--- config.mk ---
export PLATFORM = sky130hd
export DESIGN_NAME = matrix_display_reader
export DESIGN_NICKNAME = d
export VERILOG_FILES = /design/src/rtl/matrix_display_reader.sv
export SDC_FILE = /design/constraint.sdc
export NUM_CORES = 1
export LEC_CHECK = 0
export CAP_MARGIN = 20
export CELL_PAD_IN_SITES_DETAIL_PLACEMENT = 1
export CELL_PAD_IN_SITES_GLOBAL_PLACEMENT = 2
export CORE_MARGIN = 2
export CORE_UTILIZATION = 34
export DETAILED_ROUTE_END_ITERATION = 10
export GPL_ROUTABILITY_DRIVEN = 0
export PLACE_DENSITY_LB_ADDON = 0.08
export SYNTH_ARGS = -nofsm -noshare
export SYNTH_HDL_FRONTEND = slang
export SYNTH_SLANG_ARGS = --single-unit
export TNS_END_PERCENT = 1
--- constraint.sdc ---
create_clock -name clk -period 5.4 [get_ports clk]
set_input_delay 1.08 -clock clk [delete_from_list [all_inputs] [get_ports clk]]
set_output_delay 1.08 -clock clk [all_outputs]
set_load 0.05 [all_outputs]
--- src/rtl/matrix_display_reader.sv ---
// -----------------------------------------------------------------------------
// MatrixDisplayReader
//
// Streams one stored matrix out of the matrix storage block and prints it as
// ASCII text through a byte-wide UART transmitter.
//
// Each element is printed as a signed decimal number. A space follows every
// element except the last one in a row, which is followed by a line feed.
// Elements are requested from storage one at a time. Characters are handed to
// the transmitter one at a time, and the block honours the transmitter's busy
// handshake.
//
// Ports
//   clk, rst_n                   clock, asynchronous active-low reset
//   disp_req_i                   one-cycle print request
//   disp_id_i                    slot to print, sampled with the request
//   disp_m_i, disp_n_i           row and column count of that slot
//   start_disp_o                 opens the read stream in storage
//   matrix_id_sel_o              slot id shown to storage
//   read_en_o                    fetch-next-element pulse
//   meta_info_valid_i            storage accepted the stream
//   st_error_i                   storage rejected the slot
//   elem_data_i, elem_valid_i    returned element, signed 8-bit
//   tx_data_o, tx_start_o        character and send strobe to the UART
//   tx_busy_i                    UART still shifting a character
//   busy_o, done_o, err_o        status: active, finished, aborted
// -----------------------------------------------------------------------------
module matrix_display_reader (
    input  logic       clk,
    input  logic       rst_n,
    input  logic       disp_req_i,
    input  logic [3:0] disp_id_i,
    input  logic [2:0] disp_m_i,
    input  logic [2:0] disp_n_i,
    output logic       start_disp_o,
    output logic [3:0] matrix_id_sel_o,
    output logic       read_en_o,
    input  logic       meta_info_valid_i,
    input  logic       st_error_i,
    input  logic [7:0] elem_data_i,
    input  logic       elem_valid_i,
    output logic [7:0] tx_data_o,
    output logic       tx_start_o,
    input  logic       tx_busy_i,
    output logic       busy_o,
    output logic       done_o,
    output logic       err_o
);

    typedef enum logic [3:0] {
        IDLE,
        OPEN,
        WAIT_META,
        REQ,
        WAIT_DATA,
        CONV,
        SEND,
        GAP,
        DONE
    } state_t;

    state_t     state_q;
    logic [2:0] rows_q;
    logic [2:0] cols_q;
    logic [2:0] row_q;
    logic [2:0] col_q;
    logic [2:0] timer_q;
    logic [7:0] elem_q;
    logic [7:0] charBuf_q [5];
    logic [2:0] charCnt_q;
    logic [2:0] charIdx_q;

    logic       startDisp_q;
    logic       readEn_q;
    logic       txStart_q;
    logic [7:0] txData_q;
    logic [3:0] idSel_q;
    logic       busy_q;
    logic       done_q;
    logic       err_q;

    logic [7:0] charBuf_d [5];
    logic [2:0] charCnt_d;
    logic       elemNeg;
    logic [7:0] elemMag;
    logic [7:0] hundreds;
    logic [7:0] tens;
    logic [7:0] ones;
    logic [7:0] sepChar;
    logic       dimsOk;

    assign start_disp_o    = startDisp_q;
    assign read_en_o       = readEn_q;
    assign tx_start_o      = txStart_q;
    assign tx_data_o       = txData_q;
    assign matrix_id_sel_o = idSel_q;
    assign busy_o          = busy_q;
    assign done_o          = done_q;
    assign err_o           = err_q;

    // Only 1..5 rows and columns can be stored, so anything else is refused.
    assign dimsOk = (disp_m_i != 3'd0) && (disp_m_i <= 3'd5) &&
                    (disp_n_i != 3'd0) && (disp_n_i <= 3'd5);

    // Turns the captured element into its character sequence.
    // The magnitude is taken in 8-bit unsigned arithmetic, so -128 (0x80)
    // negates to 0x80 and prints as 128 without overflowing.
    // Characters are appended left to right. The write index doubles as the
    // final character count, which is at most 5: "-128" plus a separator.
    always_comb begin
        elemNeg  = elem_q[7];
        elemMag  = elemNeg ? (~elem_q + 8'd1) : elem_q;
        hundreds = elemMag / 8'd100;
        tens     = (elemMag % 8'd100) / 8'd10;
        ones     = elemMag % 8'd10;
        sepChar  = (col_q == cols_q - 3'd1) ? 8'h0A : 8'h20;
        for (int i = 0; i < 5; i++) begin
            charBuf_d[i] = 8'h00;
        end
        charCnt_d = 3'd0;
        if (elemNeg) begin
            charBuf_d[charCnt_d] = 8'h2D;
            charCnt_d            = charCnt_d + 3'd1;
        end
        if (hundreds != 8'd0) begin
            charBuf_d[charCnt_d] = 8'h30 + hundreds;
            charCnt_d            = charCnt_d + 3'd1;
        end
        if ((hundreds != 8'd0) || (tens != 8'd0)) begin
            charBuf_d[charCnt_d] = 8'h30 + tens;
            charCnt_d            = charCnt_d + 3'd1;
        end
        charBuf_d[charCnt_d] = 8'h30 + ones;
        charCnt_d            = charCnt_d + 3'd1;
        charBuf_d[charCnt_d] = sepChar;
        charCnt_d            = charCnt_d + 3'd1;
    end

    // Main sequencer. Every output is registered here.
    // The strobes (start, read, tx, done, err) default low each cycle, so each
    // one lasts exactly one cycle.
    // Both wait states share one 3-bit timer. An abort fires on the eighth
    // silent cycle, counting the cycle the request strobe is visible.
    // GAP exists so the transmitter's busy flag, which rises one cycle after
    // tx_start, is already high when SEND looks at it again.
    always_ff @(posedge clk or negedge rst_n) begin
        if (!rst_n) begin
            state_q     <= IDLE;
            rows_q      <= 3'd0;
            cols_q      <= 3'd0;
            row_q       <= 3'd0;
            col_q       <= 3'd0;
            timer_q     <= 3'd0;
            elem_q      <= 8'h00;
            charCnt_q   <= 3'd0;
            charIdx_q   <= 3'd0;
            startDisp_q <= 1'b0;
            readEn_q    <= 1'b0;
            txStart_q   <= 1'b0;
            txData_q    <= 8'h00;
            idSel_q     <= 4'd0;
            busy_q      <= 1'b0;
            done_q      <= 1'b0;
            err_q       <= 1'b0;
            for (int i = 0; i < 5; i++) begin
                charBuf_q[i] <= 8'h00;
            end
        end else begin
            startDisp_q <= 1'b0;
            readEn_q    <= 1'b0;
            txStart_q   <= 1'b0;
            done_q      <= 1'b0;
            err_q       <= 1'b0;
            case (state_q)
                IDLE: begin
                    if (disp_req_i) begin
                        if (dimsOk) begin
                            idSel_q <= disp_id_i;
                            rows_q  <= disp_m_i;
                            cols_q  <= disp_n_i;
                            row_q   <= 3'd0;
                            col_q   <= 3'd0;
                            busy_q  <= 1'b1;
                            state_q <= OPEN;
                        end else begin
                            err_q <= 1'b1;
                        end
                    end
                end
                OPEN: begin
                    startDisp_q <= 1'b1;
                    timer_q     <= 3'd0;
                    state_q     <= WAIT_META;
                end
                WAIT_META: begin
                    if (st_error_i || (!meta_info_valid_i && timer_q == 3'd7)) begin
                        err_q   <= 1'b1;
                        busy_q  <= 1'b0;
                        idSel_q <= 4'd0;
                        state_q <= IDLE;
                    end else if (meta_info_valid_i) begin
                        state_q <= REQ;
                    end else begin
                        timer_q <= timer_q + 3'd1;
                    end
                end
                REQ: begin
                    readEn_q <= 1'b1;
                    timer_q  <= 3'd0;
                    state_q  <= WAIT_DATA;
                end
                WAIT_DATA: begin
                    if (elem_valid_i) begin
                        elem_q  <= elem_data_i;
                        state_q <= CONV;
                    end else if (timer_q == 3'd7) begin
                        err_q   <= 1'b1;
                        busy_q  <= 1'b0;
                        idSel_q <= 4'd0;
                        state_q <= IDLE;
                    end else begin
                        timer_q <= timer_q + 3'd1;
                    end
                end
                CONV: begin
                    charBuf_q <= charBuf_d;
                    charCnt_q <= charCnt_d;
                    charIdx_q <= 3'd0;
                    state_q   <= SEND;
                end
                SEND: begin
                    if (!tx_busy_i) begin
                        txData_q  <= charBuf_q[charIdx_q];
                        txStart_q <= 1'b1;
                        charIdx_q <= charIdx_q + 3'd1;
                        state_q   <= GAP;
                    end
                end
                GAP: begin
                    if (charIdx_q != charCnt_q) begin
                        state_q <= SEND;
                    end else if (col_q == cols_q - 3'd1) begin
                        col_q <= 3'd0;
                        if (row_q == rows_q - 3'd1) begin
                            done_q  <= 1'b1;
                            state_q <= DONE;
                        end else begin
                            row_q   <= row_q + 3'd1;
                            state_q <= REQ;
                        end
                    end else begin
                        col_q   <= col_q + 3'd1;
                        state_q <= REQ;
                    end
                end
                DONE: begin
                    busy_q  <= 1'b0;
                    idSel_q <= 4'd0;
                    state_q <= IDLE;
                end
                default: begin
                    busy_q  <= 1'b0;
                    state_q <= IDLE;
                end
            endcase
        end
    end

endmodule
==> impl_metrics.ini <==
[worst_setup_path]
setup.worst_path.end = charBuf_q[32]$_DFFE_PN0P_
worstPathMaxFanout = 12
rrSetupSlack_ns = 0.34
cp.required_ns = 5.69
endpoint_kind = register
critPathKind = reg -> reg
rr_startpoint = elem_q[2]$_DFFE_PN0P_
r2r_end = charBuf_q[32]$_DFFE_PN0P_
cp-start-kind = register
startpoint = elem_q[2]$_DFFE_PN0P_
reg2regPathDepth = 19
arrival_ns = 5.35

[floorplan]
fp.coreArea_um2 = 16700
die_w_um = 135
die_h_um = 135
start_util = 0.349
std_cell_rows = 47
ioPinCount = 43
die_area_um2 = 18200

[timing]
timing.fmax_mhz = 197
tightestPinTransition_ns = 0.894
fin_crit_ns = 5.06
hold_viol_final = 0
fin_tns_setup_ns = 0
fin_crit_sh = 0.938
max_slew_margin = 0.399
clock_skew_ns = 0.0110
setup_viol = 0
slew_violations = 0

[synth]
synth_edf_count = 0
synth.net_count = 698
synth_mux_area_frac = 0.0652
avgSynthCellArea_um2 = 8.96
synth_flop_cell = dfrtp_1
synthesis.area_um2 = 5830
synthXorXnorAreaFrac = 0.0270
ys_async_sr_fraction = 1.00
syn_inst = 651
synth_top_family_by_area = compound AO/OA/AOI/OAI gates
synth_compound_area_frac = 0.223
ys_warn_count = 0
synth-seq-cells = 91
synth_cell_types = 81
yosysSeqAreaShare = 0.390
synthAdderAreaFrac = 0.0485
synthSimpleGateAreaFrac = 0.199

[final_layout]
syn2layout_area_growth_pct = 20.0
drive_gt1_frac = 0.136
nNetsFinal = 742
stdcell_count = 920
diodes = 0
final_area_um2 = 7000
fin_util = 0.419

[route]
drt_pass1_iterations = 4
drc_errors = 0
drtAntennaViolNets = 0
via_count = 5116
routedWlPerCell_um = 18.9
routed_wl_mm = 17.4
drt_iter0_drc = 194
vias_per_cell = 5.56

[global_routing]
grt_max_degree = 55
overflow = 0
grtUsageTotal = 0.203
grt_pass1_wl_mm = 28.9
grt_antenna_before_repair = 0
first_global_vias = 5386

[placed_design]
dp_hpwl_mm = 12.9
place_inst = 901
io_buffer_count = 42
place_area_um2 = 6580

[clocking]
clock_sinks = 91
worst_skew_pair.late_latency_ns = 0.36
clk_pin_slew_ns = 0.07
cts_tree = done
clockBufferDepth = 2
htree_levels = 3
clockRootBuffer = clkbuf_16
numCtsBuffers = 9

[status]
status = complete, no violations

[worst_hold_path]
hp-class = reg -> reg
hold_depth = 2

[run]
max_cap_violations = 0
==> worst max-delay path: stages (launching register included) <==
cell     delay (ns)
dfrtp_1        0.54
o31ai_1        0.35
xnor2_1        0.19
ha_2           0.35
nor4_4         0.30
nor2_1         0.08
and2_1         0.15
or3b_4         0.40
o31ai_2        0.25
a22oi_2        0.12
or2_1          0.28
inv_2          0.07
fa_1           0.46
ha_4           0.28
nor3b_4        0.17
or3_4          0.42
a21oi_1        0.19
o21ai_0        0.11
a21oi_1        0.14
a221o_1        0.13
==> through the flow <==
| stage | hold slack (ns) | setup WS, ns |
|---|---|---|
| CTS | 0.492 | 0.0550 |
| floorplan | 0.442 | 0.00882 |
| finish | 0.486 | 0.335 |
| detailed placement | 0.471 | 0.00784 |
| global placement | 0.459 | 0.268 |
| global route | 0.514 | -0.0215 |
==> per-layer routing <==
metal	part of all wire	track usage	wire length (um)	up-vias
li1	-	-	-	2469
met1	0.47	0.262	8100	2568
met2	0.49	0.345	8470	58
met3	0.029	0.0368	496	21
met4	0.018	0.0625	304	0
met5	0	0	0	-
==> flip-flops by register name (all words and copies together), names as in the netlist, 4 cells and up <==
signal	flops
state_q	4
tx_data_o	8
matrix_id_sel_o	4
charBuf_q	40
elem_q	8
==> cells in the final DEF, fill, tap and decap left out, drive strengths merged, types with 10 or more instances in the layout <==
cell           netlist  final
buf                  6     27
clkdlybuf4s50        0     41
and2                10     10
nand2b              11     11
or3                 11     11
a21oi               38     38
mux2                13     13
nand2               64     64
o21ai               57     57
a31oi               11     11
inv                 32     37
nor3                18     18
clkbuf              29     10
dfrtp               91     91
nand3               24     24
xnor2               13     13
a221oi              10     10
ha                  21     21
nor2                58     58
==> final cells by class <==
type / count / area [um2]
Clock buffer: 10 / 239
Clock inverter: 6 / 76.3
Fill cell: 1956 / 9700
Inverter: 33 / 124
Multi-Input combinational cell: 492 / 3390
Sequential cell: 91 / 2280
Tap cell: 220 / 275
Timing Repair Buffer: 68 / 613
==> worst min path at each step <==
stage	from	end	slack (ns)
finish	charBuf_q[30]$_DFFE_PN0P_	charBuf_q[30]$_DFFE_PN0P_	0.49
global route	charBuf_q[12]$_DFFE_PN0P_	charBuf_q[12]$_DFFE_PN0P_	0.51
CTS	charBuf_q[3]$_DFFE_PN0P_	charBuf_q[3]$_DFFE_PN0P_	0.49
detailed placement	charBuf_q[3]$_DFFE_PN0P_	charBuf_q[3]$_DFFE_PN0P_	0.47
global placement	charBuf_q[22]$_DFFE_PN0P_	charBuf_q[22]$_DFFE_PN0P_	0.46
floorplan	charBuf_q[12]$_DFFE_PN0P_	charBuf_q[12]$_DFFE_PN0P_	0.44
==> cells in the mapped netlist (8+ instances only) <==
| library cell | n | area, um2 |
|---|---|---|
| dfrtp_1 | 91 | 2280 |
| nand2_1 | 64 | 240 |
| nor2_1 | 58 | 218 |
| o21ai_0 | 44 | 220 |
| a21oi_1 | 38 | 190 |
| inv_1 | 30 | 113 |
| clkbuf_1 | 29 | 109 |
| nand3_1 | 24 | 120 |
| ha_1 | 21 | 263 |
| nor3_1 | 17 | 85.1 |
| xnor2_1 | 13 | 114 |
| mux2_2 | 12 | 135 |
| o21ai_1 | 12 | 60.1 |
| a31oi_1 | 11 | 68.8 |
| nand2b_1 | 11 | 68.8 |
| a221oi_1 | 10 | 87.6 |
| and2_1 | 10 | 62.6 |
| or3_1 | 10 | 62.6 |
| a211oi_1 | 9 | 67.6 |
| o31ai_1 | 9 | 67.6 |
| a21o_1 | 8 | 60.1 |
| mux4_2 | 8 | 180 |
| nor2b_1 | 8 | 50.1 |
==> kinds of logic (layout without fill, tap and decap cells) <==
family	count (synthesis)	count (layout)
other	1	1
muxes	26	26
DFF	91	91
adders and majority gates	22	22
and+or+nand+nor	232	232
xor gates and xnor gates	18	18
AOI/OAI and AO/OA	193	193
buffers and inverters	68	117
==> timing repair <==
| action | in CTS | in global routing |
|---|---|---|
| setup buffers | 0 | 3 |
| endpoints found under the setup margin | 1 | 4 |
| pin swaps | 0 | 2 |
| gates resized for setup | 1 | 14 |
| hold buffers | 0 | 0 |
Power is left out: the tool's default activity adds up to more than one toggle a clock period on the data nets, which glitch-free logic cannot reach.
